**src/rtl/processor_pkg.sv**
```systemverilog
// Shared constants for the fetch and load paths: bus widths, the byte order
// of a command word in RAM, and the program loader FSM encoding.
package processor_pkg;

   localparam int ADDR_W     = 8;
   localparam int DATA_W     = 8;
   localparam int WORD_BYTES = 3;
   localparam int WORD_W     = DATA_W * WORD_BYTES;
   localparam int IDX_W      = 2;

   // Opcode byte sits at the lowest address; the instruction register assembles the same way.
   localparam bit BYTE_ORDER_MSB_FIRST = 1'b1;

   localparam logic [2:0] ST_IDLE      = 3'd0;
   localparam logic [2:0] ST_WAIT_WORD = 3'd1;
   localparam logic [2:0] ST_WR0       = 3'd2;
   localparam logic [2:0] ST_WR1       = 3'd3;
   localparam logic [2:0] ST_WR2       = 3'd4;
   localparam logic [2:0] ST_DONE      = 3'd5;
   localparam logic [2:0] ST_OVF       = 3'd6;

endpackage

```
**src/rtl/program_loader_if.sv**
```systemverilog
// Valid/ready command word stream into the program loader.
interface program_loader_if #(
   parameter int WORD_W = 24
) ();

   logic [WORD_W-1:0] word_in;
   logic              word_valid;
   logic              word_last;
   logic              word_ready;

   modport master (
      output word_in,
      output word_valid,
      output word_last,
      input  word_ready
   );

   modport slave (
      input  word_in,
      input  word_valid,
      input  word_last,
      output word_ready
   );

endinterface

```
**src/rtl/program_loader_word_serializer.sv**
```systemverilog
// Load/shift register that hands out one byte of a command word per cycle.
// byte_out is registered, so it already carries the first byte the cycle after load.
module word_serializer #(
   parameter int DATA_W     = 8,
   parameter int WORD_BYTES = 3
) (
   input  logic                         clk,
   input  logic                         rst,
   input  logic                         load,
   input  logic                         shift,
   input  logic [DATA_W*WORD_BYTES-1:0] word_in,
   output logic [DATA_W-1:0]            byte_out,
   output logic [1:0]                   byte_idx
);
   import processor_pkg::*;

   localparam int W = DATA_W * WORD_BYTES;

   logic [W-1:0]      sh_q,   sh_d;
   logic [DATA_W-1:0] byte_q, byte_d;
   logic [1:0]        idx_q,  idx_d;

   always_comb begin
      sh_d   = sh_q;
      byte_d = byte_q;
      idx_d  = idx_q;
      if (load) begin
         idx_d = 2'd0;
         if (BYTE_ORDER_MSB_FIRST) begin
            byte_d = word_in[W-1 -: DATA_W];
            sh_d   = word_in << DATA_W;
         end else begin
            byte_d = word_in[DATA_W-1:0];
            sh_d   = word_in >> DATA_W;
         end
      end else if (shift) begin
         idx_d = idx_q + 2'd1;
         if (BYTE_ORDER_MSB_FIRST) begin
            byte_d = sh_q[W-1 -: DATA_W];
            sh_d   = sh_q << DATA_W;
         end else begin
            byte_d = sh_q[DATA_W-1:0];
            sh_d   = sh_q >> DATA_W;
         end
      end
   end

   always_ff @(posedge clk) begin
      if (rst) begin
         sh_q   <= '0;
         byte_q <= '0;
         idx_q  <= '0;
      end else begin
         sh_q   <= sh_d;
         byte_q <= byte_d;
         idx_q  <= idx_d;
      end
   end

   assign byte_out = byte_q;
   assign byte_idx = idx_q;

endmodule

```
**src/rtl/program_loader.sv**
```systemverilog
// Streams 24-bit command words into RAM as three consecutive byte writes,
// holding the core in reset while a load session is running.
//
// state     | meaning
// IDLE      | no session since reset
// WAIT_WORD | session open, word_ready high
// WR0..WR2  | writing opcode, middle and low byte of the captured word
// DONE      | last word written, core released
// OVF       | next word would not fit in RAM, core kept in reset
module program_loader #(
   parameter int                  ADDR_W     = processor_pkg::ADDR_W,
   parameter int                  DATA_W     = processor_pkg::DATA_W,
   parameter int                  WORD_BYTES = processor_pkg::WORD_BYTES,
   parameter logic [ADDR_W-1:0]   BASE_ADDR  = '0
) (
   input  logic              clk,
   input  logic              rst,
   input  logic              start,
   program_loader_if.slave   ld_if,
   output logic              write_en,
   output logic [ADDR_W-1:0] write_adress,
   output logic [DATA_W-1:0] data_in,
   output logic              cpu_hold,
   output logic              busy,
   output logic              done,
   output logic              overflow,
   output logic [7:0]        words_loaded
);
   import processor_pkg::*;

   logic [2:0]        state_q, state_d;
   logic [ADDR_W-1:0] addr_q,  addr_d;
   logic [ADDR_W-1:0] wa_q,    wa_d;
   logic [7:0]        words_q, words_d;
   logic              we_q,    we_d;
   logic              done_q,  done_d;
   logic              ovf_q,   ovf_d;
   logic              hold_q,  hold_d;
   logic              last_q,  last_d;

   logic              ser_load;
   logic              ser_shift;
   logic [1:0]        byte_idx;
   logic [ADDR_W:0]   fit_limit;
   logic              word_fits;

   // Highest start address that still leaves room for a whole word; stops wrap-around.
   assign fit_limit = (ADDR_W+1)'((2**ADDR_W) - WORD_BYTES);
   assign word_fits = ({1'b0, addr_q} <= fit_limit);

   always_comb begin
      state_d   = state_q;
      addr_d    = addr_q;
      wa_d      = wa_q;
      words_d   = words_q;
      we_d      = 1'b0;
      done_d    = done_q;
      ovf_d     = ovf_q;
      hold_d    = hold_q;
      last_d    = last_q;
      ser_load  = 1'b0;
      ser_shift = 1'b0;

      case (state_q)
         ST_IDLE, ST_DONE, ST_OVF: begin
            if (start) begin
               state_d = ST_WAIT_WORD;
               addr_d  = BASE_ADDR;
               words_d = '0;
               done_d  = 1'b0;
               ovf_d   = 1'b0;
               hold_d  = 1'b1;
            end
         end
         ST_WAIT_WORD: begin
            if (ld_if.word_valid) begin
               if (word_fits) begin
                  state_d  = ST_WR0;
                  last_d   = ld_if.word_last;
                  ser_load = 1'b1;
                  we_d     = 1'b1;
                  wa_d     = addr_q;
               end else begin
                  state_d = ST_OVF;
                  ovf_d   = 1'b1;
               end
            end
         end
         ST_WR0, ST_WR1: begin
            state_d   = (state_q == ST_WR0) ? ST_WR1 : ST_WR2;
            ser_shift = 1'b1;
            we_d      = 1'b1;
            wa_d      = addr_q + ADDR_W'(byte_idx) + ADDR_W'(1);
         end
         ST_WR2: begin
            addr_d = addr_q + ADDR_W'(WORD_BYTES);
            if (words_q != 8'hFF) begin
               words_d = words_q + 8'd1;
            end
            if (last_q) begin
               state_d = ST_DONE;
               done_d  = 1'b1;
               hold_d  = 1'b0;
            end else begin
               state_d = ST_WAIT_WORD;
            end
         end
         default: begin
            state_d = ST_IDLE;
         end
      endcase
   end

   always_ff @(posedge clk) begin
      if (rst) begin
         state_q <= ST_IDLE;
         addr_q  <= BASE_ADDR;
         wa_q    <= '0;
         words_q <= '0;
         we_q    <= 1'b0;
         done_q  <= 1'b0;
         ovf_q   <= 1'b0;
         hold_q  <= 1'b0;
         last_q  <= 1'b0;
      end else begin
         state_q <= state_d;
         addr_q  <= addr_d;
         wa_q    <= wa_d;
         words_q <= words_d;
         we_q    <= we_d;
         done_q  <= done_d;
         ovf_q   <= ovf_d;
         hold_q  <= hold_d;
         last_q  <= last_d;
      end
   end

   word_serializer #(
      .DATA_W     (DATA_W),
      .WORD_BYTES (WORD_BYTES)
   ) u_ser (
      .clk      (clk),
      .rst      (rst),
      .load     (ser_load),
      .shift    (ser_shift),
      .word_in  (ld_if.word_in),
      .byte_out (data_in),
      .byte_idx (byte_idx)
   );

   assign ld_if.word_ready = (state_q == ST_WAIT_WORD);
   assign busy             = (state_q == ST_WAIT_WORD) || (state_q == ST_WR0) ||
                             (state_q == ST_WR1) || (state_q == ST_WR2);
   assign write_en         = we_q;
   assign write_adress     = wa_q;
   assign cpu_hold         = hold_q;
   assign done             = done_q;
   assign overflow         = ovf_q;
   assign words_loaded     = words_q;

endmodule

```
**src/flat_wrapper.sv**
```systemverilog
// flat-port wrapper written by rule: the top's interface ports become plain ports
module program_loader_flat import processor_pkg::*;
#(
   parameter int                  ADDR_W     = processor_pkg::ADDR_W,
   parameter int                  DATA_W     = processor_pkg::DATA_W,
   parameter int                  WORD_BYTES = processor_pkg::WORD_BYTES,
   parameter logic [ADDR_W-1:0]   BASE_ADDR  = '0
)
  (clk, rst, start, write_en, write_adress, data_in, cpu_hold, busy, done, overflow, words_loaded, ld_if_word_in, ld_if_word_valid, ld_if_word_last, ld_if_word_ready);
  program_loader_if #(.WORD_W(24)) ld_if_i ();
  input  logic clk;
  input  logic rst;
  input  logic start;
  output logic write_en;
  output logic [ADDR_W-1:0] write_adress;
  output logic [DATA_W-1:0] data_in;
  output logic cpu_hold;
  output logic busy;
  output logic done;
  output logic overflow;
  output logic [7:0] words_loaded;
  input wire logic [$bits(ld_if_i.word_in)-1:0] ld_if_word_in;
  input wire logic [$bits(ld_if_i.word_valid)-1:0] ld_if_word_valid;
  input wire logic [$bits(ld_if_i.word_last)-1:0] ld_if_word_last;
  output wire logic [$bits(ld_if_i.word_ready)-1:0] ld_if_word_ready;
  assign ld_if_i.word_in = ld_if_word_in;
  assign ld_if_i.word_valid = ld_if_word_valid;
  assign ld_if_i.word_last = ld_if_word_last;
  assign ld_if_word_ready = ld_if_i.word_ready;
  program_loader #(.ADDR_W(ADDR_W), .DATA_W(DATA_W), .WORD_BYTES(WORD_BYTES), .BASE_ADDR(BASE_ADDR)) u_core (.clk(clk), .rst(rst), .start(start), .ld_if(ld_if_i), .write_en(write_en), .write_adress(write_adress), .data_in(data_in), .cpu_hold(cpu_hold), .busy(busy), .done(done), .overflow(overflow), .words_loaded(words_loaded));
endmodule
```
**config.mk**
```make
export PLATFORM = sky130hd
export DESIGN_NAME = program_loader_flat
export DESIGN_NICKNAME = d
export VERILOG_FILES = /design/src/rtl/processor_pkg.sv /design/src/rtl/program_loader_if.sv /design/src/rtl/program_loader_word_serializer.sv /design/src/rtl/program_loader.sv /design/src/flat_wrapper.sv
export SDC_FILE = /design/constraint.sdc
export NUM_CORES = 1
export LEC_CHECK = 0
export CORE_UTILIZATION = 50
export DETAILED_ROUTE_END_ITERATION = 8
export GPL_ROUTABILITY_DRIVEN = 0
export PLACE_DENSITY = 0.87
export SLEW_MARGIN = 20
export SYNTH_ARGS = -nofsm -noshare
export SYNTH_HDL_FRONTEND = slang
export SYNTH_SLANG_ARGS = --single-unit
```
**constraint.sdc**
```tcl
create_clock -name clk -period 2.25 [get_ports clk]
set_input_delay 0.45 -clock clk [delete_from_list [all_inputs] [get_ports clk]]
set_output_delay 0.45 -clock clk [all_outputs]
set_load 0.005 [all_outputs]
```
==> qor.yml <==
synth:
  async_reset_ff_share_pct: 0
  ys_seq_area_share_pct: 39.83
  synth_top_area_share_pct: 39.83
  synth_most_common_cell: "dfxtp_1"
  syn_area_per_cell_um2: 8.625
  synthFlopType: "dfxtp_1"
  synth.area.top_cells: "dfxtp_1 40%, a21oi_1 7.0%, nand3_1 6.2%"
  ys_top_cells_by_count: "58 x dfxtp_1, 41 x a21oi_1, 36 x nand3_1"
  synth_edf_count: 0
  synth_largest_area_cell: "dfxtp_1"
  synthCells: 338
  ys_types: 55
  synth_nets: 373
  synth.cell_area_um2: 2915
  synth_seq_cells: 58
  synth_warnings: 0
route:
  drc: 0
  firstDrtPassIters: 5
  drt_iter0_drc: 202
  wirelength_um: 7416
  routed_via_density: 5.977
  wire_per_inst_um: 15.71
  vias: 2821
  antenna_left: 0
power_and_ir_drop:
  clockPowerShare_pct: 37.8
  combPwrFrac_pct: 14.7
  sequentialPowerShare_pct: 47.5
  total_power_mw: 2.292
  p_sw_mw: 0.6001
  leakagePower_nw: 1.229
  ir_drop_mv: 0.3703
  internal-power_mw: 1.692
  switching_share_pct: 26.19
  power_density_nw_per_um2: 610.3
floorplan:
  fp.dieH_um: 78.36
  rows: 27
  boundaryPins: 59
  start_util_pct: 52.30
  die-area_um2: 6140
  core-area_um2: 5574
  dieWidth_um: 78.36
critical_path:
  worst_ep_arrival_time_ns: 1.72
  crit_path_start_kind: "flip-flop"
  crit_path_max_fanout: 12
  required_ns: 1.80
  crit_type: "flip-flop to primary output"
  setup.worst_path.end_class: "primary output"
grt:
  grt-ovfl-total: 0
  grt_max_degree: 26
  grt_pass1_vias: 2584
  track_usage_pct: 25.39
  antenna_found_initial: 0
  grt_pass1_wl_um: 12120
placement:
  dp_hpwl_um: 5030
  numPortBuffers: 58
timing:
  fmax_ghz: 0.4608
  min_period_ns: 2.170
  tightestPinTransition_ns: 0.4633
  fin_skew_ns: 0.01023
  finalMaxSlewViolations: 0
  rsz0062_at_grt: "no"
  tns_ns: 0
  hold_violations: 0
  setup_viol: 0
  whs_ns: 0.4582
  post-route-period-util_pct: 96.46
  slew_headroom_pct: 68.79
min_path:
  hold_class: "flip-flop to flip-flop"
cts:
  cts_buffer_depth: 2
  path_clk_slew_ns: 0.07
  cts_tree: "built"
  clk_latency_ns: 0.35
  htreeDepth: 3
  cts_setup_buffers: 0
  clock-sinks: 58
  ctsHoldBuffers: 0
  root_buffer: "clkbuf_8"
  cts_buffers: 9
  cts_resized: 0
job:
  maxCapViolCount: 0
cells_and_area:
  final_nets: 430
  drive_above_1_share_pct: 11.75
  post-route-util_pct: 67.36
  area_growth_pct: 28.80
  num_antenna_cells: 0
outcome:
  status: "finished, final reports clean"
==> final timing paths <==
path / startpoint / endpoint / slack (ns) / cells past startpoint
min reg2reg: u_core.done / u_core.done / 0.46 / 2
max reg2reg: u_core.addr_q[0] / u_core.u_ser.sh_q[19] / 0.15 / 7
min: u_core.done / u_core.done / 0.46 / 2
max: u_core.state_q[2] / ld_if_word_ready / 0.08 / 3
==> routing by layer <==
| metal | vias to the layer above | track usage [%] | part of all wire (%) |
|---|---|---|---|
| met5 | - | 0 | 0 |
| met4 | 0 | 12.59 | 2.0 |
| met3 | 14 | 5.698 | 5.7 |
| met2 | 104 | 40.09 | 50 |
| met1 | 1339 | 32.56 | 43 |
| li1 | 1364 | - | - |
==> metrics by stage <==
step                std cells  cell area (um2)  setup WS, ns
floorplan                 338             2915        0.5020
global placement          456             3571        0.1669
detailed placement        456             3571       0.08267
CTS                       472             3752       0.07441
global route              472             3755       0.01641
finish                    472             3755       0.07975
==> layout by cell type (no fill, tap or decap), types with 3 or more instances in the layout <==
master,count
nor2b_1,5
xnor2_1,7
nor3_1,12
clkbuf_8,11
nand3_1,36
nand3b_1,3
buf_4,15
a211oi_1,7
nand2_1,22
and3_1,3
nand4_1,3
a22oi_1,16
xor2_1,3
a21oi_1,41
clkdlybuf4s50_1,57
dfxtp_1,58
o21ai_0,13
nor2_1,15
a31oi_1,5
inv_1,9
ha_1,5
o211ai_1,3
==> critical path, cell delays in order (launching register included) <==
cell	delay, ns
dfxtp_1	0.45
nor2b_1	0.27
nor2b_1	0.15
clkdlybuf4s50_1	0.50
==> layout make-up <==
class                           instances  area (um2)
Sequential cell                        58        1161
Inverter                                9       33.78
Clock inverter                          4       26.28
Clock buffer                           12       155.1
Fill cell                             430        1819
Tap cell                               72       90.09
Timing Repair Buffer                   75       728.2
Multi-Input combinational cell        242        1560
==> flip-flops by register name, summed over array words and instances (netlist names) <==
name / cells
u_core.addr_q: 8
u_core.last_q: 1
u_core.words_loaded: 8
u_core.cpu_hold: 1
u_core.u_ser.sh_q: 16
u_core.write_adress: 8
u_core.write_en: 1
u_core.done: 1
u_core.state_q: 3
u_core.u_ser.byte_idx: 2
u_core.u_ser.byte_out: 8
u_core.overflow: 1
==> logic make-up after synthesis <==
| family | after synthesis | synth area share (%) |
|---|---|---|
| DFF | 58 | 39.83 |
| adders and majority gates | 6 | 2.833 |
| and+or+nand+nor | 115 | 20.52 |
| muxes | 2 | 0.6867 |
| xor gates and xnor gates | 10 | 3.004 |
| buffers and inverters | 38 | 6.824 |
| AOI/OAI and AO/OA | 109 | 26.31 |
==> power by group through the flow <==
| stage | clock, mW | sequential (mW) | combinational (mW) |
|---|---|---|---|
| floorplan | 0 | 1.11 | 0.185 |
| global placement | 0 | 1.11 | 0.325 |
| detailed placement | 0 | 1.11 | 0.333 |
| CTS | 0.873 | 1.09 | 0.335 |
| global route | 0.928 | 1.09 | 0.366 |
| finish | 0.867 | 1.09 | 0.337 |
(Power assumes the default switching activity.)
